## config.mk

```make
export PLATFORM = sky130hd
export DESIGN_NAME = mem_access_unit
export DESIGN_NICKNAME = d
export VERILOG_FILES = /design/src/rtl/mem_pkg.sv /design/src/rtl/mem_access_unit.sv
export SDC_FILE = /design/constraint.sdc
export NUM_CORES = 1
export LEC_CHECK = 0
export BUFFER_PORTS_ARGS = -buffer_cell sky130_fd_sc_hd__buf_2
export CAP_MARGIN = 40
export CORE_MARGIN = 5
export CORE_UTILIZATION = 50
export DETAILED_ROUTE_END_ITERATION = 10
export PLACE_DENSITY = 0.85
export SLEW_MARGIN = 40
export SYNTH_ARGS = -nofsm -noshare
export SYNTH_HDL_FRONTEND = slang
export SYNTH_SLANG_ARGS = --single-unit
```

## constraint.sdc

```tcl
create_clock -name clk -period 4.9 [get_ports clk]
set_input_delay 0.735 -clock clk [delete_from_list [all_inputs] [get_ports clk]]
set_output_delay 0.735 -clock clk [all_outputs]
set_load 0.01 [all_outputs]
```

## src/rtl/mem_pkg.sv

```systemverilog
// Shared constants for the data-memory path: access-unit state encoding and
// RAM pin conventions, reused by the ROM/RAM models.
package mem_pkg;

   localparam int unsigned MEM_DATA_W = 16;
   localparam int unsigned MEM_DEPTH  = 512;

   // RAM rw pin polarity
   localparam logic MEM_READ  = 1'b1;
   localparam logic MEM_WRITE = 1'b0;

   localparam logic [1:0] StIdle  = 2'd0;
   localparam logic [1:0] StIssue = 2'd1;
   localparam logic [1:0] StWait  = 2'd2;
   localparam logic [1:0] StResp  = 2'd3;

endpackage

```

## src/rtl/mem_access_unit.sv

```systemverilog
// Single-outstanding load/store initiator for the 16-bit data RAM port.
// Optional address range check enabled by MEM_ACCESS_BOUNDS_CHECK_EN.
module mem_access_unit
   import mem_pkg::*;
#(
   parameter int unsigned DEPTH    = MEM_DEPTH,
   parameter int unsigned READ_LAT = 1
) (
   input  logic                  clk,
   input  logic                  rst,
   input  logic                  req_valid,
   output logic                  req_ready,
   input  logic                  req_we,
   input  logic [MEM_DATA_W-1:0] req_addr,
   input  logic [MEM_DATA_W-1:0] req_wdata,
   output logic                  resp_valid,
   input  logic                  resp_ready,
   output logic [MEM_DATA_W-1:0] resp_rdata,
   output logic                  resp_err,
   output logic                  mem_en,
   output logic                  mem_rw,
   output logic [MEM_DATA_W-1:0] mem_addr,
   output logic [MEM_DATA_W-1:0] mem_a,
   input  logic [MEM_DATA_W-1:0] mem_q
);

   if (READ_LAT < 1 || READ_LAT > 7) begin : g_bad_read_lat
      $error("mem_access_unit: READ_LAT must be in 1..7");
   end
   if (DEPTH < 1 || DEPTH > 65536) begin : g_bad_depth
      $error("mem_access_unit: DEPTH must be in 1..65536");
   end

   logic [1:0]            state_q, state_d;
   logic                  we_q, we_d;
   logic [2:0]            cnt_q, cnt_d;
   logic                  mem_en_q, mem_en_d;
   logic                  mem_rw_q, mem_rw_d;
   logic [MEM_DATA_W-1:0] mem_addr_q, mem_addr_d;
   logic [MEM_DATA_W-1:0] mem_a_q, mem_a_d;
   logic                  resp_valid_q, resp_valid_d;
   logic [MEM_DATA_W-1:0] resp_rdata_q, resp_rdata_d;
   logic                  oob;

`ifdef MEM_ACCESS_BOUNDS_CHECK_EN
   logic resp_err_q, resp_err_d;
   assign oob      = 32'(req_addr) >= DEPTH;
   assign resp_err = resp_err_q;
`else
   assign oob      = 1'b0;
   assign resp_err = 1'b0;
`endif

   assign req_ready  = (state_q == StIdle) & ~rst;
   assign mem_en     = mem_en_q;
   assign mem_rw     = mem_rw_q;
   assign mem_addr   = mem_addr_q;
   assign mem_a      = mem_a_q;
   assign resp_valid = resp_valid_q;
   assign resp_rdata = resp_rdata_q;

   always_comb begin
      state_d      = state_q;
      we_d         = we_q;
      cnt_d        = cnt_q;
      mem_en_d     = 1'b0;
      mem_rw_d     = mem_rw_q;
      mem_addr_d   = mem_addr_q;
      mem_a_d      = mem_a_q;
      resp_valid_d = resp_valid_q;
      resp_rdata_d = resp_rdata_q;
`ifdef MEM_ACCESS_BOUNDS_CHECK_EN
      resp_err_d   = resp_err_q;
`endif
      unique case (state_q)
         StIdle: begin
            if (req_valid) begin
               we_d         = req_we;
               mem_addr_d   = req_addr;
               mem_a_d      = req_wdata;
               resp_rdata_d = '0;
`ifdef MEM_ACCESS_BOUNDS_CHECK_EN
               resp_err_d   = oob;
`endif
               if (oob) begin
                  // Out-of-range: answer directly, never touch the RAM
                  resp_valid_d = 1'b1;
                  state_d      = StResp;
               end else begin
                  mem_en_d = 1'b1;
                  mem_rw_d = req_we ? MEM_WRITE : MEM_READ;
                  state_d  = StIssue;
               end
            end
         end
         StIssue: begin
            // rw rests at read so an idle bus can never write
            mem_rw_d = MEM_READ;
            if (we_q) begin
               resp_valid_d = 1'b1;
               state_d      = StResp;
            end else begin
               cnt_d   = 3'(READ_LAT);
               state_d = StWait;
            end
         end
         StWait: begin
            if (cnt_q == 3'd1) begin
               resp_rdata_d = mem_q;
               resp_valid_d = 1'b1;
               state_d      = StResp;
            end else begin
               cnt_d = cnt_q - 3'd1;
            end
         end
         StResp: begin
            if (resp_ready) begin
               resp_valid_d = 1'b0;
               state_d      = StIdle;
            end
         end
         default: state_d = StIdle;
      endcase
   end

   always_ff @(posedge clk) begin
      if (rst) begin
         state_q      <= StIdle;
         we_q         <= 1'b0;
         cnt_q        <= '0;
         mem_en_q     <= 1'b0;
         mem_rw_q     <= MEM_READ;
         mem_addr_q   <= '0;
         mem_a_q      <= '0;
         resp_valid_q <= 1'b0;
         resp_rdata_q <= '0;
`ifdef MEM_ACCESS_BOUNDS_CHECK_EN
         resp_err_q   <= 1'b0;
`endif
      end else begin
         state_q      <= state_d;
         we_q         <= we_d;
         cnt_q        <= cnt_d;
         mem_en_q     <= mem_en_d;
         mem_rw_q     <= mem_rw_d;
         mem_addr_q   <= mem_addr_d;
         mem_a_q      <= mem_a_d;
         resp_valid_q <= resp_valid_d;
         resp_rdata_q <= resp_rdata_d;
`ifdef MEM_ACCESS_BOUNDS_CHECK_EN
         resp_err_q   <= resp_err_d;
`endif
      end
   end

endmodule

```

; Word-level counts from Yosys, hierarchy flattened
; Cells that the tools add are included.
[op_classes]
addsub = 1
mul = 0
div_mod_pow = 0
order_cmp = 0
eq_ne = 10
n_shift = 0
mux = 19
n_bitwise = 3
reduce_logical = 11
[op_table]
columns = operator, count
row1 = $mux W16, 2
row2 = $pmux W16 S2, 1
row3 = $ne A2 B2 Y1 const B, 6
row4 = $reduce_and A3 Y1, 3
row5 = $pmux W2 S4, 1
row6 = $mux W1, 7
row7 = $mux W2, 3
row8 = $mux W3, 2
row9 = $pmux W3 S2, 1
row10 = $reduce_bool A2 Y1, 3
row11 = $eq A2 B2 Y1 const B, 2
row12 = $reduce_and A2 Y1, 2
row13 = $reduce_and A4 Y1, 1
row14 = $eq A3 B1 Y1 const B, 1
row15 = $pmux W1 S3, 1
row16 = $sub A3 B1 Y3 const B, 1
row17 = $eq A2 B1 Y1 const B, 1
row18 = $logic_not A2 Y1, 1
row19 = $not A1 Y1, 2
row20 = $pmux W1 S2, 1
row21 = $reduce_or A2 Y1, 1
row22 = $and A1 B1 Y1, 1
[totals]
regBits = 57
latchBits = 0
ramBits = 0
rom_bits = 0
input_bits = 53
output_inout_bits = 53
elab_cells = 53
memories = 0

; Longest topological paths before layout
[logic_depth]
word_depth = 3
depth_mapped = 8

; Least setup slack after synthesis
; Ideal clock, no wire load.
[synth_timing]
kind = input -> output
startpoint = input port rst
endpoint = output port req_ready
arrival_time_ns = 1.111
t_required_ns = 4.165
slack_ns = 3.054
cell_stages = 2
path_cell_list = clkbuf_1 nor2b_1
[synth_between]
elab_chain_len = 2
[synth_lines]
columns = item, line
row1 = from (decl), mem_access_unit.sv:10  ; input logic rst,
row2 = $not A1 Y1, mem_access_unit.sv:54  ; assign req_ready = (state_q == StIdle) & ~rst;
row3 = $and A1 B1 Y1, mem_access_unit.sv:54
row4 = to (decl), mem_access_unit.sv:12  ; output logic req_ready,
; No other way between the ends.

; Worst setup path in the final report
; Ends and elaborated chain as after synthesis.

==> summary.txt <==
Mapped Cells: 279
Hold WC Path Type: register to register
# resized after CTS: 0
TritonCTS buffer count: 9
critical path type: primary input to primary output
placed cells: 415
Post-Syn Area: 2290 um^2
via density per instance: 5.00
arrival time at the worst endpoint: 1.55 ns
Pleak: 1.34 nW
Max Buffers Root-to-Sink: 2
status: finished clean
Pre-antenna DRT Iters: 4
clk slew on worst S/H paths: 0.06 ns
R2R cell count: 6
core box area: 4410 um^2
Area Overhead vs Synth: 28.4%
post-place instance area: 2770 um^2
vias in the first global route: 2017
Die Wd: 77.7 um
final hold viol count: 0
Nets: 434
Peak VDD IR: 0.273 mV
Yosys top cell area share: 0.498
number of post-CTS setup repair buffers: 0
H-tree Lvls: 3
cell depth of the worst hold path: 2
fillers: 398
Post-Layout Inst Area: 2940 um^2
I/O Buffers: 104
grt total ovfl: 0
Slew headroom: 0.508
sequential area share after synthesis: 0.498
WHS: 0.447 ns
clk root buf: clkbuf_8
endpoints failing setup: 0
latest clock arrival within the worst-skew pair: 0.33 ns
WL final: 5470 um
Synth cell types: 28
crit path max fanout: 58
Pins Over Slew Limit: 0
Tot Pwr: 1.46 mW
Syn Nets: 339
DRC Markers: 0
Die Area: 6040 um^2
post-DP HPWL: 3860 um
ant diodes: 0
worst slew pin tran: 0.735 ns
Synth area leaders: dfxtp_1 (50%), nand2_1 (14%), a21oi_1 (12%)
Total Neg Setup Slack: 0 ns
Critical Path Sink Type: primary output
CP startpoint kind: primary input
DR iter-0 viols: 118
CTS tree: done
GP Congestion: 0.728
Site Rows: 24
CP required: 4.16 ns
crit path time final: 2.28 ns
DR WL/cell: 12.7 um
first-pass GRT wire length: 8980 um
RSZ-0062 raised after global routing: false
Yosys warnings: 0
largest net degree at the start of global routing: 59
non-filler cells, final: 430
fmax: 438 MHz
Via Count: 2149
Initial Utilization: 0.519
io pins: 106
layout cell share with drive strength beyond 1: 0.325
Yosys top cell by area: dfxtp_1
Synth Register Bits: 57
Final period util: 0.465
all-layer global routing usage: 0.184
PD cells: 497 nW/um^2
Die Ht: 77.7 um
initial antenna violation count: 0
Routed Antenna Nets: 0
clk sinks: 57
Clock Skew: 0.00412 ns
# Max-Cap Violations: 0
Synth Area per Inst: 8.22 um^2
CTS Hold Bufs: 0
## state kept, by name (all words and copies together) (netlist names), 2 cells and up
name and flops:
state_q 2, cnt_q 3, mem_addr 16, mem_a 16
resp_rdata 16
## cell usage after synthesis
| cell type | count |
|---|---|
| nand2_2 | 1 |
| conb_1 | 1 |
| and2_1 | 1 |
| a22oi_4 | 1 |
| nand2b_1 | 3 |
| mux2i_1 | 1 |
| o21ai_0 | 4 |
| nor3_1 | 1 |
| dfxtp_1 | 57 |
| a311o_1 | 1 |
| a211oi_1 | 1 |
| a221oi_1 | 2 |
| buf_4 | 2 |
| a22o_4 | 1 |
| buf_2 | 6 |
| buf_6 | 4 |
| nand3_1 | 17 |
| a311oi_1 | 1 |
| inv_1 | 7 |
| a2111oi_0 | 1 |
| a21oi_1 | 53 |
| nor2_1 | 7 |
| a2111oi_4 | 1 |
| or4_1 | 1 |
| clkbuf_1 | 9 |
| nand2_1 | 84 |
| ha_1 | 7 |
| nor2b_1 | 4 |
## cells in the final DEF (no fill, tap or decap), types with 2 or more instances in the layout
cell type | Yosys | layout
nand2_1 | 84 | 84
nor2b_1 | 4 | 4
ha_1 | 7 | 6
nand2b_1 | 3 | 3
a21oi_1 | 53 | 53
inv_1 | 7 | 7
o21ai_0 | 4 | 4
clkbuf_1 | 9 | 3
nand3_1 | 17 | 17
clkbuf_8 | 0 | 9
nor2_1 | 7 | 7
buf_2 | 6 | 104
a221oi_1 | 2 | 2
dfxtp_1 | 57 | 57
## power by group
group          switching (mW)  internal [mW]
clock                   0.171          0.231
sequential             0.0426          0.537
combinational           0.302          0.177
## per-layer routing
metal  global-route usage  part of all wire
met5                    0                 0
met4               0.0928             0.014
met1                0.209              0.42
met3               0.0799              0.12
met2                0.292              0.45
## area by class of cell
class,count,area [um^2],share of cell area
sequential,57,1140,0.388
multi-input combinational,194,1000,0.341
timing repair buffer,105,528,0.179
clock buffer,12,135,0.0459
tap,52,65.1,0.0221
clock inverter,3,42.5,0.0145
inverter,7,26.3,0.00893
## worst max-delay path, cell delays in order
cell and delay (ns):
buf_2 0.07, buf_4 0.47, nor2b_1 0.09, buf_2 0.16
## path summary, 6_finish.rpt
check	to	from	slack, ns
setup / recovery	req_ready	rst	2.62
hold / removal	resp_rdata[10]$_SDFFE_PP0P_	resp_rdata[10]$_SDFFE_PP0P_	0.45
setup reg to reg	resp_rdata[12]$_SDFFE_PP0P_	state_q[0]$_SDFFE_PP0P_	2.66
hold reg to reg	resp_rdata[10]$_SDFFE_PP0P_	resp_rdata[10]$_SDFFE_PP0P_	0.45
## cell families (layout without fill, tap and decap cells)
logic type                 count (synthesis)  after routing  synth area share
AOI/OAI and AO/OA                         66             66             0.176
adders and majority gates                  7              7            0.0382
buffers and inverters                     28            127            0.0655
DFF                                       57             57             0.498
muxes                                      1              1           0.00437
other                                      1              1           0.00164
and+or+nand+nor                          119            119             0.216
## stage by stage
| stage | utilization | setup slack (ns) |
|---|---|---|
| final | 0.667 | 2.62 |
| after global routing | 0.667 | 2.45 |
| after CTS | 0.667 | 2.62 |
| after detailed placement | 0.626 | 2.62 |
| after global placement | 0.626 | 2.61 |
| after floorplan | - | 3.05 |
Power figures use the tool's default switching activity.
